File: config.mk
export PLATFORM = sky130hd
export DESIGN_NAME = bcd_to_bin
export DESIGN_NICKNAME = d
export VERILOG_FILES = /design/src/rtl/bcd_to_bin.sv
export SDC_FILE = /design/constraint.sdc
export NUM_CORES = 1
export LEC_CHECK = 0
export CORE_MARGIN = 2
export CORE_UTILIZATION = 55
export CTS_BUF_LIST = sky130_fd_sc_hd__clkbuf_4 sky130_fd_sc_hd__clkbuf_8
export CTS_CLUSTER_DIAMETER = 200
export DETAILED_ROUTE_END_ITERATION = 10
export PLACE_DENSITY = 0.84
export SYNTH_ARGS = -nofsm -noshare
export SYNTH_HDL_FRONTEND = slang
export SYNTH_SLANG_ARGS = --single-unit
File: constraint.sdc
create_clock -name clk -period 4.6 [get_ports clk]
set_input_delay 0.46 -clock clk [delete_from_list [all_inputs] [get_ports clk]]
set_output_delay 0.46 -clock clk [all_outputs]
set_load 0.005 [all_outputs]
File: src/rtl/bcd_to_bin.sv
// ---------------------------------------------------------------------------
// bcd_to_bin
// Sequential packed-BCD to binary converter. One digit is folded into the
// accumulator per clock (acc = acc*10 + digit, most significant digit first),
// so a DIGITS-digit operand takes DIGITS cycles after the accepting edge.
// A conversion that meets any nibble above 9 reports err=1 with a zero result.
//
// Parameters
//   DIGITS      number of packed BCD digits in bcd_in
//   BIN_W       width of binary_out; must hold 10**DIGITS - 1
//
// Ports
//   clk         sole clock, rising edge
//   reset       synchronous, active-high; wins over start and any conversion
//   start       conversion request, honoured only while idle
//   bcd_in      packed BCD operand, most significant digit in the top nibble
//   busy        high while a conversion is in progress
//   done        one-cycle pulse on the edge binary_out/err are updated
//   binary_out  converted value, held between conversions
//   err         last conversion held a digit above 9, held with binary_out
// ---------------------------------------------------------------------------
module bcd_to_bin #(
    parameter int unsigned DIGITS = 4,
    parameter int unsigned BIN_W  = 14
) (
    input  logic                  clk,
    input  logic                  reset,
    input  logic                  start,
    input  logic [4*DIGITS-1:0]   bcd_in,
    output logic                  busy,
    output logic                  done,
    output logic [BIN_W-1:0]      binary_out,
    output logic                  err
);

    localparam int unsigned BCD_W  = 4 * DIGITS;
    localparam int unsigned CNT_W  = $clog2(DIGITS + 1);
    localparam int unsigned LAST_D = DIGITS - 1;

    typedef enum logic [0:0] {
        IDLE = 1'b0,
        CONV = 1'b1
    } state_t;

    state_t               state_q;
    state_t               state_d;

    logic [BCD_W-1:0]     shreg_q;
    logic [BCD_W-1:0]     shreg_d;
    logic [BIN_W-1:0]     acc_q;
    logic [BIN_W-1:0]     acc_d;
    logic [CNT_W-1:0]     cnt_q;
    logic [CNT_W-1:0]     cnt_d;
    logic                 inv_q;
    logic                 inv_d;
    logic                 busy_d;
    logic                 done_d;
    logic [BIN_W-1:0]     bin_d;
    logic                 err_d;

    logic [3:0]           digit;
    logic                 digit_bad;
    logic                 last_digit;
    logic [BIN_W-1:0]     acc_mac;

    // Digit currently at the head of the shift register
    assign digit      = shreg_q[BCD_W-1 -: 4];
    assign digit_bad  = (digit > 4'd9);
    assign last_digit = (cnt_q == CNT_W'(LAST_D));

    // acc*10 + digit as shift-and-add, wrapping at BIN_W
    assign acc_mac = (acc_q << 3) + (acc_q << 1) + BIN_W'(digit);

    // State register
    always_ff @(posedge clk) begin
        if (reset) begin
            state_q <= IDLE;
        end else begin
            state_q <= state_d;
        end
    end

    // Next-state logic
    always_comb begin
        state_d = state_q;
        case (state_q)
            IDLE: begin
                if (start) begin
                    state_d = CONV;
                end
            end
            CONV: begin
                if (last_digit) begin
                    state_d = IDLE;
                end
            end
            default: state_d = IDLE;
        endcase
    end

    // Datapath and output next values
    always_comb begin
        shreg_d = shreg_q;
        acc_d   = acc_q;
        cnt_d   = cnt_q;
        inv_d   = inv_q;
        busy_d  = busy;
        done_d  = 1'b0;
        bin_d   = binary_out;
        err_d   = err;
        case (state_q)
            IDLE: begin
                if (start) begin
                    shreg_d = bcd_in;
                    acc_d   = '0;
                    cnt_d   = '0;
                    inv_d   = 1'b0;
                    busy_d  = 1'b1;
                end
            end
            CONV: begin
                acc_d   = acc_mac;
                shreg_d = shreg_q << 4;
                cnt_d   = cnt_q + CNT_W'(1);
                inv_d   = inv_q | digit_bad;
                if (last_digit) begin
                    busy_d = 1'b0;
                    done_d = 1'b1;
                    err_d  = inv_d;
                    // An invalid operand never exposes a partial value
                    bin_d  = inv_d ? '0 : acc_mac;
                end
            end
            default: begin
                busy_d = 1'b0;
            end
        endcase
    end

    // Datapath and output registers
    always_ff @(posedge clk) begin
        if (reset) begin
            shreg_q    <= '0;
            acc_q      <= '0;
            cnt_q      <= '0;
            inv_q      <= 1'b0;
            busy       <= 1'b0;
            done       <= 1'b0;
            binary_out <= '0;
            err        <= 1'b0;
        end else begin
            shreg_q    <= shreg_d;
            acc_q      <= acc_d;
            cnt_q      <= cnt_d;
            inv_q      <= inv_d;
            busy       <= busy_d;
            done       <= done_d;
            binary_out <= bin_d;
            err        <= err_d;
        end
    end

endmodule

# [Word-level counts from Yosys, hierarchy flattened]
# Index checks and enable logic that the tools add are counted.
[totals] register_bits=51 latchBits=0 mem_bits_rw=0 mem_bits_ro=0 input_bits=19 output_inout_bits=17 wordCells=37 n_memories=0
[classes] add_sub_neg=3 n_mul=0 div_mod_pow=0 order_cmp=1 eq_ne=3 shift=0 muxes=16 bitwise=2 n_reduce_logical=3
[op_table] operator="$pmux 16 s2" count=1
[op_table] operator="$pmux 13 s2" count=1
[op_table] operator="$mux 16" count=1
[op_table] operator="$add 14x14->14" count=1
[op_table] operator="$add 14x4->14" count=1
[op_table] operator="$mux 14" count=1
[op_table] operator="$mux 13" count=1
[op_table] operator="$mux 1" count=6
[op_table] operator="$pmux 1 s2" count=3
[op_table] operator="$pmux 3 s2" count=1
[op_table] operator="$gt 4x4->1 const B" count=1
[op_table] operator="$reduce_and 2->1" count=2
[op_table] operator="$add 3x1->3 const B" count=1
[op_table] operator="$eq 3x2->1 const B" count=1
[op_table] operator="$mux 3" count=1
[op_table] operator="$ne 2x1->1 const B" count=1
[op_table] operator="$ne 2x2->1 const B" count=1
[op_table] operator="$reduce_or 2->1" count=1
[op_table] operator="$not 1->1" count=1
[op_table] operator="$or 1x1->1" count=1

# [Depth between registers and ports, before layout]
[depth] depth_word=3 mapped_depth=9 depth_no_buf=9

# [Least setup slack after synthesis]
# No wires, ideal clock.
[synth_timing] path_type="register to register" start="register shreg_q[15]" end="register binary_out[12]" setup_ns=0.117 t_arrival_ns=2.371 required_ns=4.483 path_slack_ns=2.111 stages_incl_launch_ff=9 path_buffers=0 period_less_slack_ns=2.489 cell_sequence="dfxtp_1 inv_1 fa_1 fa_1 nor2b_4 o31a_1 o31a_1 or3_1 a32o_1"
[synth_via] elab_chain_cells=3 word_cells_on_any_way=4 classes_between="add/sub (1); order compare (1); mux (1); bitwise (1)"
[synth_lines] item="from (decl)" line="48" source="logic [BCD_W-1:0] shreg_q;"
[synth_lines] item="from (signal assigned)" line="152" source="shreg_q <= shreg_d;"
[synth_lines] item="parallel branches: the longest is 2 deep, another holds $add 14x4->14"
[synth_lines] item="$mux 14 *" line="131" source="bin_d = inv_d ? '0 : acc_mac;"
[synth_lines] item="to (signal assigned)" line="158" source="binary_out <= bin_d;"
[synth_lines] item="to (decl)" line="32" source="output logic [BIN_W-1:0] binary_out,"
# Mark *: on every way between the ends.
# A chain may end at the register's enable or synchronous reset.

# [Final worst setup path]
# Same ends and word-level chain as after synthesis.

==> reports/qor.yml <==
hp-class: "flop to flop"
syn2layout_area_growth_pct: 18.3
via_count: 2349
clock_tree.buffer_depth: 2
portBuffers: 35
hpwl_microns: 4020
seq_area_sq_mm: 0.00102
crit_type: "flop to flop"
leakage_nw: 1.36
post-cts-setup-buffer-count: 0
clk_pin_slew_ns: 0.10
cts_resized: 0
pin_count: 36
ir_drop_uv: 183
synth_top_cell_by_area: "dfxtp_1"
timing.final.ws_setup_ns: 1.96
skew_ns: 0.00870
multi_input_comb_area_sq_mm: 0.00160
synth_cell_types: 41
drtIter0Drc: 216
ant_nets: 0
initial_utilization_pct: 57.4
clock_latency_ns: 0.31
ff2ff_path_depth: 8
gp_congestion: 0.886
fin_crit_sh_pct: 57.5
antenna_found_initial: 0
final_max_slew_viol_count: 0
tightest_slew_ns: 0.605
grt_usage_pct: 22.3
max_cap_violations: 0
path_max_fanout: 4
antenna_cells: 0
num_rows: 25
drc: 0
r2r_slack_ns: 1.96
avgSynthCellArea_sq_um: 8.75
cts_tree: "done"
post-route-min-period_ns: 2.64
syn_inst: 312
clock_sinks: 51
fill_cells: 393
grt_pass1_wl_microns: 9690
synthTopCellsByArea: "dfxtp_1 (37%), ha_1 (11%), mux2i_1 (6.2%), a21oi_1 (5.9%), nor2_1 (5.8%)"
rsz0062_at_grt: "false"
end_kind: "flop"
drive_gt1_share_pct: 5.29
ys_ff_latch: 51
die_area_sq_mm: 0.00555
yosysSeqAreaShare_pct: 37.4
syn_nets: 357
slew_headroom_pct: 59.6
power_density_mw_per_mm2: 257
finalSetupTns_ns: 0
fp.dieH_microns: 74.5
setup_violations: 0
min_from: "binary_out[10]"
final_nets: 384
wl_per_cell_microns: 14.1
finalHoldViolations: 0
die_w_microns: 74.5
dpl_cell_area_sq_mm: 0.00313
wirelength_microns: 5720
yosysWarnings: 0
pre_cts_ws_ns: 1.97
max_freq_ghz: 0.378
core-area_sq_mm: 0.00475
netlist_area_sq_mm: 0.00273
hold_end: "binary_out[10]"
outcome: "complete, no violations"
drt_pass1_iterations: 4
worstPathRequired_ns: 4.81
crit_arrival_ns: 2.86
gr-total-overflow: 0
synth-edff-count: 0
critPathLaunchType: "flop"
r2r_end: "binary_out[12]"
clock-root-buffer: "clkbuf_8"
hold_buffers: 0
grt_max_degree: 68
via_per_inst: 5.77
rr_startpoint: "shreg_q[15]"
cts_buffers: 5
synth_top_area_share_pct: 37.4
synthArstFlopShare_pct: 0
ys.flop_type: "dfxtp_1"
fin_area_sq_mm: 0.00323
grt_pass1_vias: 2097
fin_util_pct: 68.0
htree_levels: 2
holdPathStages: 2
## worst max-delay path, cell delays in order, from the launching register on
cell     delay [ns]
dfxtp_1        0.36
inv_1          0.07
fa_1           0.59
fa_1           0.29
nor2b_4        0.06
o31a_1         0.29
o31a_1         0.28
or3_1          0.35
a32o_1         0.25
## layout by cell type (no fill, tap or decap), types with 3 or more instances in the layout
master / count
o21a_1: 8
nor2_1: 42
clkbuf_8: 6
o31a_1: 3
a21oi_1: 32
nor3b_1: 11
buf_4: 5
mux2i_1: 17
nand3_1: 6
o21ai_0: 13
xnor2_1: 4
or3_1: 7
a32o_1: 5
nand3b_1: 4
or4_1: 4
inv_1: 11
clkdlybuf4s50_1: 35
nor3_1: 7
a22o_1: 6
nand2_1: 13
dfxtp_1: 50
ha_1: 24
## cell families after synthesis
group           Yosys count  synth area share [%]
flops                    51                  37.4
fa+ha+maj                26                  12.5
compound gates           78                  18.3
mux                      17                  6.23
buf+inv                  31                  4.35
xor+xnor                  5                  1.60
simple gates            104                  19.7
## synth_stat cells, drive strengths merged (2+ instances only)
| cell type | n |
|---|---|
| nor3 | 7 |
| dfxtp | 51 |
| nand3b | 4 |
| a32o | 5 |
| or3 | 7 |
| a21o | 2 |
| clkbuf | 18 |
| nor3b | 11 |
| and4 | 2 |
| xnor2 | 4 |
| fa | 2 |
| o31a | 3 |
| o21a | 8 |
| nand2 | 13 |
| nor2 | 42 |
| nand4 | 2 |
| nor2b | 2 |
| mux2i | 17 |
| nand3 | 6 |
| a22o | 6 |
| o21ai | 14 |
| buf | 2 |
| a21oi | 32 |
| ha | 24 |
| inv | 11 |
| or4 | 4 |
## registers in the layout, indices dropped and copies added, names as in the netlist
name and flops:
binary_out 14, cnt_q 3, acc_q 13, busy 1, state_q 1, shreg_q 16
inv_q 1, done 1, err 1
## cell type report
| cell class | count | area share [%] |
|---|---|---|
| clock buffers | 6 | 2.56 |
| flip-flops and latches | 51 | 31.6 |
| well taps | 67 | 2.59 |
| repair buffers | 40 | 12.0 |
| inverters | 11 | 1.28 |
| multi-input cells | 230 | 49.4 |
| clock inverters | 2 | 0.503 |
## stage by stage
| stage | total power (W) | std cells | hold WS [ns] |
|---|---|---|---|
| 2_1_floorplan | 0.000534 | 312 | 0.442 |
| 3_3_place_gp | 0.000563 | 399 | 0.438 |
| 3_5_place_dp | 0.000566 | 399 | 0.449 |
| 4_1_cts | 0.000839 | 407 | 0.463 |
| 5_1_grt | 0.000865 | 407 | 0.490 |
| 6_report | 0.000832 | 407 | 0.454 |
## power breakdown
part / switching, W / total [W] / internal, W / leakage, nW
registers: 0.00000792 / 0.000461 / 0.000454 / 0.414
clock network: 0.000152 / 0.000275 / 0.000123 / 0.0474
logic: 0.0000515 / 0.0000954 / 0.0000439 / 0.898
total: 0.000211 / 0.000832 / 0.000620 / 1.36
## worst max path at each step
| stage | slack [ns] | end | cells after the start | start |
|---|---|---|---|---|
| 6_report | 1.96 | binary_out[12] | 8 | shreg_q[15] |
| 5_1_grt | 1.81 | binary_out[12] | 8 | shreg_q[15] |
| 4_1_cts | 1.93 | binary_out[12] | 8 | shreg_q[15] |
| 3_5_place_dp | 1.97 | binary_out[12] | 8 | shreg_q[15] |
| 3_3_place_gp | 2.05 | binary_out[12] | 8 | shreg_q[15] |
| 2_1_floorplan | 2.11 | binary_out[12] | 8 | shreg_q[15] |
## per-layer routing
metal	share of wire, %	vias up	GRT usage, %
met5	0	-	0
met4	1.9	0	9.13
met3	4.2	11	3.79
met2	48	68	35.1
met1	46	1089	30.3
li1	-	1181	-
No activity file was read; power rests on OpenSTA's default activity.
